[src/rtl/lms_adapt_engine_if.sv]
// Handshake and result bus for the LMS adaptive FIR engine.
// The upstream sample source / result consumer drives the master side,
// the engine itself is the slave.
interface lms_adapt_engine_if;
  logic              in_valid;
  logic              in_ready;
  logic signed [7:0] x_in;
  logic signed [7:0] d_in;
  logic              adapt_en;
  logic signed [7:0] y_out;
  logic signed [7:0] e_out;
  logic              out_valid;
  logic              busy;

  modport master (
    output in_valid, x_in, d_in, adapt_en,
    input  in_ready, y_out, e_out, out_valid, busy
  );

  modport slave (
    input  in_valid, x_in, d_in, adapt_en,
    output in_ready, y_out, e_out, out_valid, busy
  );
endinterface

[src/rtl/lms_adapt_engine.sv]
// Sequential 8-tap LMS adaptive FIR engine.
// One shared multiplier serves both the 8-cycle MAC pass that forms
// y = sum(w*x) >>> FRAC and the 8-cycle weight-update pass
// w_k += (e*x_k) >>> MU_SHIFT. Weights persist across samples.
module lms_adapt_engine #(
  parameter int W_W      = 16,
  parameter int FRAC     = 7,
  parameter int MU_SHIFT = 10
) (
  input logic              clk,
  input logic              rst,
  lms_adapt_engine_if.slave bus
);

  localparam int ACC_W  = 28;
  localparam int PROD_W = W_W + 8;

  localparam logic signed [ACC_W-1:0] S8_MAX = ACC_W'(127);
  localparam logic signed [ACC_W-1:0] S8_MIN = ACC_W'(-128);
  localparam logic signed [W_W:0]     SW_MAX = (W_W+1)'((64'sd1 <<< (W_W-1)) - 64'sd1);
  localparam logic signed [W_W:0]     SW_MIN = -SW_MAX - (W_W+1)'(1);

  typedef enum logic [1:0] {
    S_IDLE,
    S_MAC,
    S_ERR,
    S_UPD
  } state_t;

  state_t                  r_state;
  state_t                  w_state_nxt;
  logic [2:0]              r_k;
  logic signed [7:0]       r_x [8];
  logic signed [W_W-1:0]   r_w [8];
  logic signed [7:0]       r_d;
  logic signed [7:0]       r_y;
  logic signed [7:0]       r_e;
  logic signed [ACC_W-1:0] r_acc;
  logic                    r_out_valid;

  logic                    w_accept;
  logic signed [7:0]       w_xk;
  logic signed [W_W-1:0]   w_mul_a;
  logic signed [PROD_W-1:0] w_prod;
  logic signed [PROD_W-1:0] w_step;
  logic signed [W_W:0]     w_wsum;
  logic signed [7:0]       w_y;
  logic signed [8:0]       w_diff;
  logic signed [7:0]       w_e;

  // Clamp a wide signed value into the 8-bit output range.
  function automatic logic signed [7:0] sat8(input logic signed [ACC_W-1:0] v);
    if (v > S8_MAX)      return 8'sh7f;
    else if (v < S8_MIN) return 8'sh80;
    else                 return v[7:0];
  endfunction

  // Clamp a one-bit-wider weight sum back into the weight range.
  function automatic logic signed [W_W-1:0] satw(input logic signed [W_W:0] v);
    if (v > SW_MAX)      return SW_MAX[W_W-1:0];
    else if (v < SW_MIN) return SW_MIN[W_W-1:0];
    else                 return v[W_W-1:0];
  endfunction

  assign w_accept = bus.in_valid && (r_state == S_IDLE);

  // Shared multiplier: weight during MAC, registered error during UPD.
  assign w_xk    = r_x[r_k];
  assign w_mul_a = (r_state == S_UPD) ? W_W'(r_e) : r_w[r_k];
  assign w_prod  = PROD_W'(w_mul_a) * PROD_W'(w_xk);

  // Update step is tiny (|e*x| <= 2^14), so narrowing it before the add is lossless.
  assign w_step = w_prod >>> MU_SHIFT;
  assign w_wsum = (W_W+1)'(r_w[r_k]) + (W_W+1)'(w_step);

  // Output and error; the subtraction is done at 9 bits so it never wraps.
  assign w_y    = sat8(r_acc >>> FRAC);
  assign w_diff = 9'(r_d) - 9'(w_y);
  assign w_e    = sat8(ACC_W'(w_diff));

  // State register.
  always_ff @(posedge clk or posedge rst) begin
    if (rst) r_state <= S_IDLE;
    else     r_state <= w_state_nxt;
  end

  // Next-state logic: IDLE -> MAC(8) -> ERR -> [UPD(8)] -> IDLE.
  always_comb begin
    w_state_nxt = r_state;
    case (r_state)
      S_IDLE:  if (bus.in_valid) w_state_nxt = S_MAC;
      S_MAC:   if (r_k == 3'd7) w_state_nxt = S_ERR;
      S_ERR:   w_state_nxt = bus.adapt_en ? S_UPD : S_IDLE;
      S_UPD:   if (r_k == 3'd7) w_state_nxt = S_IDLE;
      default: w_state_nxt = S_IDLE;
    endcase
  end

  // Datapath: window capture, accumulation, result registers and weight update.
  always_ff @(posedge clk or posedge rst) begin
    if (rst) begin
      r_k         <= '0;
      r_d         <= '0;
      r_y         <= '0;
      r_e         <= '0;
      r_acc       <= '0;
      r_out_valid <= 1'b0;
      for (int k = 0; k < 8; k++) begin
        r_x[k] <= '0;
        r_w[k] <= '0;
      end
    end else begin
      r_out_valid <= 1'b0;
      case (r_state)
        // accept: shift window, capture desired sample, clear accumulator
        S_IDLE: begin
          if (w_accept) begin
            for (int k = 7; k > 0; k--) r_x[k] <= r_x[k-1];
            r_x[0] <= bus.x_in;
            r_d    <= bus.d_in;
            r_acc  <= '0;
            r_k    <= '0;
          end
        end
        // MAC: one tap per cycle; r_k wraps back to 0 after tap 7
        S_MAC: begin
          r_acc <= r_acc + ACC_W'(w_prod);
          r_k   <= r_k + 3'd1;
        end
        // ERR: register y/e and pulse out_valid
        S_ERR: begin
          r_y         <= w_y;
          r_e         <= w_e;
          r_out_valid <= 1'b1;
        end
        // UPD: one weight per cycle using the same window as the MAC pass
        S_UPD: begin
          r_w[r_k] <= satw(w_wsum);
          r_k      <= r_k + 3'd1;
        end
        default: ;
      endcase
    end
  end

  assign bus.in_ready  = (r_state == S_IDLE);
  assign bus.busy      = (r_state != S_IDLE);
  assign bus.y_out     = r_y;
  assign bus.e_out     = r_e;
  assign bus.out_valid = r_out_valid;

endmodule

[src/flat_wrapper.sv]
// flat-port wrapper written by rule: the top's interface ports become plain ports
module lms_adapt_engine_flat 
#(
  parameter int W_W      = 16,
  parameter int FRAC     = 7,
  parameter int MU_SHIFT = 10
)
  (clk, rst, bus_in_valid, bus_x_in, bus_d_in, bus_adapt_en, bus_in_ready, bus_y_out, bus_e_out, bus_out_valid, bus_busy);
  lms_adapt_engine_if bus_i ();
  input logic clk;
  input logic rst;
  input wire logic [$bits(bus_i.in_valid)-1:0] bus_in_valid;
  input wire logic [$bits(bus_i.x_in)-1:0] bus_x_in;
  input wire logic [$bits(bus_i.d_in)-1:0] bus_d_in;
  input wire logic [$bits(bus_i.adapt_en)-1:0] bus_adapt_en;
  output wire logic [$bits(bus_i.in_ready)-1:0] bus_in_ready;
  output wire logic [$bits(bus_i.y_out)-1:0] bus_y_out;
  output wire logic [$bits(bus_i.e_out)-1:0] bus_e_out;
  output wire logic [$bits(bus_i.out_valid)-1:0] bus_out_valid;
  output wire logic [$bits(bus_i.busy)-1:0] bus_busy;
  assign bus_i.in_valid = bus_in_valid;
  assign bus_i.x_in = bus_x_in;
  assign bus_i.d_in = bus_d_in;
  assign bus_i.adapt_en = bus_adapt_en;
  assign bus_in_ready = bus_i.in_ready;
  assign bus_y_out = bus_i.y_out;
  assign bus_e_out = bus_i.e_out;
  assign bus_out_valid = bus_i.out_valid;
  assign bus_busy = bus_i.busy;
  lms_adapt_engine #(.W_W(W_W), .FRAC(FRAC), .MU_SHIFT(MU_SHIFT)) u_core (.clk(clk), .rst(rst), .bus(bus_i));
endmodule
[config.mk]
export PLATFORM = sky130hd
export DESIGN_NAME = lms_adapt_engine_flat
export DESIGN_NICKNAME = d
export VERILOG_FILES = /design/src/rtl/lms_adapt_engine_if.sv /design/src/rtl/lms_adapt_engine.sv /design/src/flat_wrapper.sv
export SDC_FILE = /design/constraint.sdc
export NUM_CORES = 1
export LEC_CHECK = 0
export ABC_AREA = 1
export CAP_MARGIN = 15
export CORE_MARGIN = 3
export CORE_UTILIZATION = 30
export DETAILED_ROUTE_END_ITERATION = 8
export MAX_ROUTING_LAYER = met4
export SLEW_MARGIN = 25
export SYNTH_ARGS = -nofsm -noshare
export SYNTH_HDL_FRONTEND = slang
export SYNTH_SLANG_ARGS = --single-unit
[constraint.sdc]
create_clock -name clk -period 18.5 [get_ports clk]
set_input_delay 2.775 -clock clk [delete_from_list [all_inputs] [get_ports clk]]
set_output_delay 2.775 -clock clk [all_outputs]
set_load 0.02 [all_outputs]
After elaboration in Yosys (flattened, before gate mapping):

Cells that the tools add are included.

* $add $sub $neg: 4
* bitwise operators: 1
* multiply operators: 1
* muxes and demuxes: 27
* reductions and logical operators: 11
* equality and inequality tests: 8
* $lt $le $gt $ge: 8

Operators by type and width (count)
* $bwmux 128: 1
* $mux 16: 7
* $pmux 28 s2: 1
* $bmux 16 s3: 1
* $demux 16 s3: 1
* $mux 8: 6
* $add 28x24->28: 1
* $mux 28: 1
* $bmux 8 s3: 1
* $mul 16x8->24: 1
* $gt 21x8->1 const B: 1
* $lt 21x8->1 const B: 1
* $add 16x14->17: 1
* $gt 17x16->1 const B: 1
* $lt 17x16->1 const B: 1
* $gt 9x8->1 const B: 1
* $lt 9x8->1 const B: 1
* $sub 8x8->9: 1
* $mux 2: 4
* $pmux 2 s4: 1
* $pmux 3 s2: 1
* $reduce_and 2->1: 3
* $reduce_bool 2->1: 3
* $eq 2x2->1 const B: 2
* 14 further kinds: 17

* bits in registers: 250
* logic and storage cells: 83
* input bits: 20

Depth between registers and ports, before layout:

* depth in word-level cells: 12
* gate-level depth with buffers: 49

Worst setup path after synthesis:

Ideal clock, no wire load.

* path type: register to register
* from: register u_core.r_k[1]
* to: register u_core.r_w[0] in the netlist's numbering
* data arrival time: 6.689 ns
* setup slack: 11.745 ns
* setup time: 0.066 ns
* clock period less this slack: 6.755 ns
* stages on the path, launching flop included: 40
* path through: dfrtp_1 > nor2_2 > inv_2 > buf_6 > buf_6 > a21oi_1 > o21ai_0 > nand4_1 > buf_2 > nor2_1 > fa_1 > fa_1 > fa_1 > inv_1 > fa_1 > inv_1 > ha_1 > nand2_1 > [... 4 more ...] > o21ai_0 > a21oi_1 > xnor2_1 > ha_1 > inv_1 > o21bai_1 > a21oi_2 > nor2_1 > nor2_1 > nand2_1 > nand2_1 > nand2_2 > inv_4 > nand3_2 > buf_12 > nand2_4 > nand2_1 > nand2_1

* word-level cells in the longest chain between the ends: 12

RTL lines
* start: declaration: line lms_adapt_engine.sv:32 `logic [2:0] r_k;`
* start signal: assignment: line lms_adapt_engine.sv:128 `r_k <= r_k + 3'd1;`
* start signal: assignment: line lms_adapt_engine.sv:139 `r_k <= r_k + 3'd1;`
* $not 3->4 (not written as such) *
* $bmux 16 s3: line lms_adapt_engine.sv:69, lms_adapt_engine.sv:74
* $mux 16 (not written as such) (2 in a row): line lms_adapt_engine.sv:69, lms_adapt_engine.sv:74
* $mux 16: line lms_adapt_engine.sv:69 `assign w_mul_a = (r_state == S_UPD) ? W_W'(r_e) : r_w[r_k];`
* $mul 16x8->24: line lms_adapt_engine.sv:70 `assign w_prod = PROD_W'(w_mul_a) * PROD_W'(w_xk);`
* $add 16x14->17: line lms_adapt_engine.sv:74 `assign w_wsum = (W_W+1)'(r_w[r_k]) + (W_W+1)'(w_step);`
* $lt 17x16->1: line lms_adapt_engine.sv:61 `else if (v < SW_MIN) return SW_MIN[W_W-1:0];`
* $mux 16: line lms_adapt_engine.sv:61
* $mux 16: line lms_adapt_engine.sv:60 `if (v > SW_MAX) return SW_MAX[W_W-1:0];`
* $mux 16: line lms_adapt_engine.sv:114 `case (r_state)`
* $bwmux 128 *: line lms_adapt_engine.sv:138 `r_w[r_k] <= satw(w_wsum);`
* end signal: indexed assignment: line lms_adapt_engine.sv:138
* end: declaration: line lms_adapt_engine.sv:34 `logic signed [W_W-1:0] r_w [8];`

Every way passes the cells marked *; elsewhere a longest branch is shown, timed or not. The select of a mux whose other input is x is not followed.
A chain may end at the register's enable or synchronous reset.

Worst setup path after layout:

* from: register u_core.r_k[0]
* to: register u_core.r_w[28] in the netlist's numbering

Same word-level chain as after synthesis.

==> impl_results.md <==
- Status: finished clean
- Buffers on Ports: 38
- CP Launch Type: flip-flop
- Post-Syn Nets: approximately 2700
- Initial DRC Count: 1343
- Mapped Cells: between 2000 and 3000
- Synth cell types: 50
- Setup Skew: 0.0374 ns
- Register area share after synthesis: between 30% and 40%
- Longest Clk Path Bufs: 3
- Required @ worst endpoint: between 15 and 20 ns
- Core box area: 0.0618 mm2
- Detailed Place HPWL: between 40000 and 50000 um
- RSZ-0062 raised after global routing: false
- Post-CTS setup buffer count: 0
- CTS tree: yes
- CP max FO: 65
- CP max-delay cell: buf_4
- Num rows: roughly 90
- Crit-path most repeated cell: nand2_1
- Drt wl/cell: between 15 and 20 um
- Max-cap viol count: 0
- Setup TNS: 0 ns
- #FFs+latches synth: 250
- Final setup viols: 0
- Routed Antenna Nets: 0
- DR vias: 16300
- Area growth, synth to finish: 11.6%
- Syn_area_per_cell: ~7.5 um2
- DR vias/cell: just under 5
- Actual slew at the worst max-slew pin: ~0.90 ns
- Ports: 39
- Remaining DRCs: 0
- Total GRT Usage: 17.7%
- CP Class: reg2reg
- CTS root buffer: clkbuf_16
- Skew-Pair Late Insertion Delay: ~0.60 ns
- H-tree levels: 1
- Final period util: between 50% and 60%
- Placer Congestion: 0.912
- Clock-pin transition on the worst setup and hold timing paths: 0.06 ns
- Fin crit period: between 9 and 10 ns
- Post-Syn Area: roughly 0.019 mm2
- Largest net degree at the start of global routing: 110
- Starting Density: 30.4%
- Sink Count: 250
- Global route overflow: 0
- Largest stage delay on the critical path: roughly 0.67 ns
- Die area: between 0.06 and 0.07 mm2
- Die Wd: roughly 260 um
- Max-slew violations: 0
- Drt pass-1 iters: 7
- Ratio of cells with drive above 1 in the final layout: ~6.4%
- Hold/Removal Path Class: reg2reg
- Fmax: 104 MHz
- CTS resizes: 0
- Final hold violation count: 0
- First-pass GRT wire length: 90500 um
- Vias in the first global route: approximately 16000
- CP arrival: roughly 10 ns
- Final nets: 2750
- Hold Buf Count CTS: 0
- Post-Route WL: around 56000 um
- Diodes inserted: 0
- Relative slew slack: 39.8%
- Initial antenna violation count: 2
- Ys Warns: 0
- DIE HEIGHT: approximately 260 um
- CP Capture Type: flip-flop
- Cts bufs inserted: 29
## worst max-delay path, delay by kind of cell, from the launching register on
| kind | cells | cell delay (ns) |
|---|---|---|
| compound gates | 6 | 1.47 |
| xor+xnor | 1 | 0.36 |
| fa+ha+maj | 6 | 2.80 |
| buf+inv | 8 | 1.60 |
| flops | 1 | 0.64 |
| simple gates | 16 | 2.59 |
## synth_stat cells (all sizes together)
| library cell | n | area share [%] |
|---|---|---|
| nand2 | 784 | 16 |
| inv | 324 | 6.5 |
| nor2 | 294 | 6.1 |
| dfrtp | 250 | 33 |
| o21ai | 242 | 6.6 |
| a21oi | 121 | 3.2 |
| fa | 106 | 11 |
| ha | 100 | 6.7 |
| nand3 | 67 | 2.0 |
| buf | 41 | 1.5 |
| clkbuf | 34 | 0.68 |
| xor2 | 25 | 1.2 |
| nand4 | 20 | 0.67 |
| nor3 | 17 | 0.45 |
| o2111ai | 15 | 0.70 |
| or2 | 14 | 0.47 |
| o211ai | 9 | 0.36 |
| o21bai | 9 | 0.36 |
| xnor2 | 9 | 0.42 |
| nor4 | 6 | 0.20 |
| a211oi | 4 | 0.16 |
| a31oi | 3 | 0.10 |
| a21o | 2 | 0.080 |
| a22o | 2 | 0.093 |
| a32o | 2 | 0.11 |
| and2 | 2 | 0.067 |
| clkinv | 2 | 0.040 |
| nand2b | 2 | 0.067 |
| nand3b | 2 | 0.080 |
| o21a | 2 | 0.080 |
| o22ai | 2 | 0.067 |
| o31ai | 2 | 0.080 |
| a221oi | 1 | 0.047 |
| mux2i | 1 | 0.12 |
## state kept, by name, summed over array words and instances, names as in the netlist
register,count
u_core.bus.e_out,8
u_core.bus.out_valid,1
u_core.bus.y_out,8
u_core.r_acc,28
u_core.r_d,8
u_core.r_k,3
u_core.r_state,2
u_core.r_w,128
u_core.r_x,64
## through the flow
stage / worst slack [ns] / cell area (um2) / std cells / hold slack, ns / util (%)
final: 8.88 / 21000 / 3384 / 0.475 / 33.9
after global routing: 8.07 / 21000 / 3384 / 0.493 / 33.9
after CTS: 8.93 / 21000 / 3384 / 0.476 / 33.9
after detailed placement: 8.96 / 19900 / 3330 / 0.460 / 32.2
after global placement: 8.98 / 19900 / 3330 / 0.456 / 32.2
after floorplan: 8.85 / 18800 / 2516 / 0.444 / -
## cell usage in the layout, fill, tap and decap left out, types with 10 or more instances in the layout
cell and n:
nand4_1 20, clkbuf_16 29, inv_1 285, a21oi_1 120, nand3_1 62, nor3_1 17, nand2_2 18, ha_1 100
o21ai_0 210, nand2_4 10, nor2_1 282, buf_4 13, fa_1 106, nand2_1 756, clkdlybuf4s50_1 38, dfrtp_1 249
o2111ai_1 15, xor2_1 25, o21ai_1 26, inv_2 37
## cells by family (layout without fill, tap and decap cells)
group / count (synthesis) / after routing / share of synthesized area, %
multiplexers: 1 / 1 / 0.120
adder cells (fa/ha/maj): 206 / 206 / 17.9
flip-flops: 250 / 250 / 33.3
buffers and inverters: 401 / 432 / 8.70
AO/OA/AOI/OAI: 416 / 416 / 12.0
XOR/XNOR: 34 / 34 / 1.58
AND/OR/NAND/NOR: 1208 / 1208 / 26.3
## routing by layer
| layer | routed length (um) | GRT usage, % |
|---|---|---|
| met2 | 24600 | 26.8 |
| met5 | 0 | - |
| met4 | 2200 | 6.16 |
| met1 | 25800 | 24.0 |
| met3 | 3640 | 2.92 |
## path summary, 6_finish.rpt
| path | startpoint | end | slack, ns | depth (start not counted) |
|---|---|---|---|---|
| worst max-delay path | u_core.r_k[0]$_DFFE_PP0P_ | u_core.r_w[28]$_DFFE_PP0P_ | 8.88 | 37 |
| max in group asynchronous | rst | u_core.bus.e_out[4]$_DFFE_PP0P_ | 14.36 | 3 |
| worst min-delay path | u_core.r_w[99]$_DFFE_PP0P_ | u_core.r_w[99]$_DFFE_PP0P_ | 0.47 | 2 |
| worst min register to register | u_core.r_w[99]$_DFFE_PP0P_ | u_core.r_w[99]$_DFFE_PP0P_ | 0.47 | 2 |
| worst max register to register | u_core.r_k[0]$_DFFE_PP0P_ | u_core.r_w[28]$_DFFE_PP0P_ | 8.88 | 37 |
| min in group asynchronous | rst | u_core.r_x[26]$_DFFE_PP0P_ | 2.73 | 2 |
## final cells by class
| type | count | area (um2) |
|---|---|---|
| fillers | 6527 | 40800 |
| multi-input cells | 1865 | 10900 |
| flip-flops and latches | 250 | 6260 |
| inverters | 326 | 1230 |
| well taps | 837 | 1050 |
| clock buffers | 43 | 868 |
| repair buffers | 52 | 489 |
| clock inverters | 11 | 176 |
Power is not shown: default switching activity piles up to over one toggle a cycle in this logic, so the estimate is an artifact.
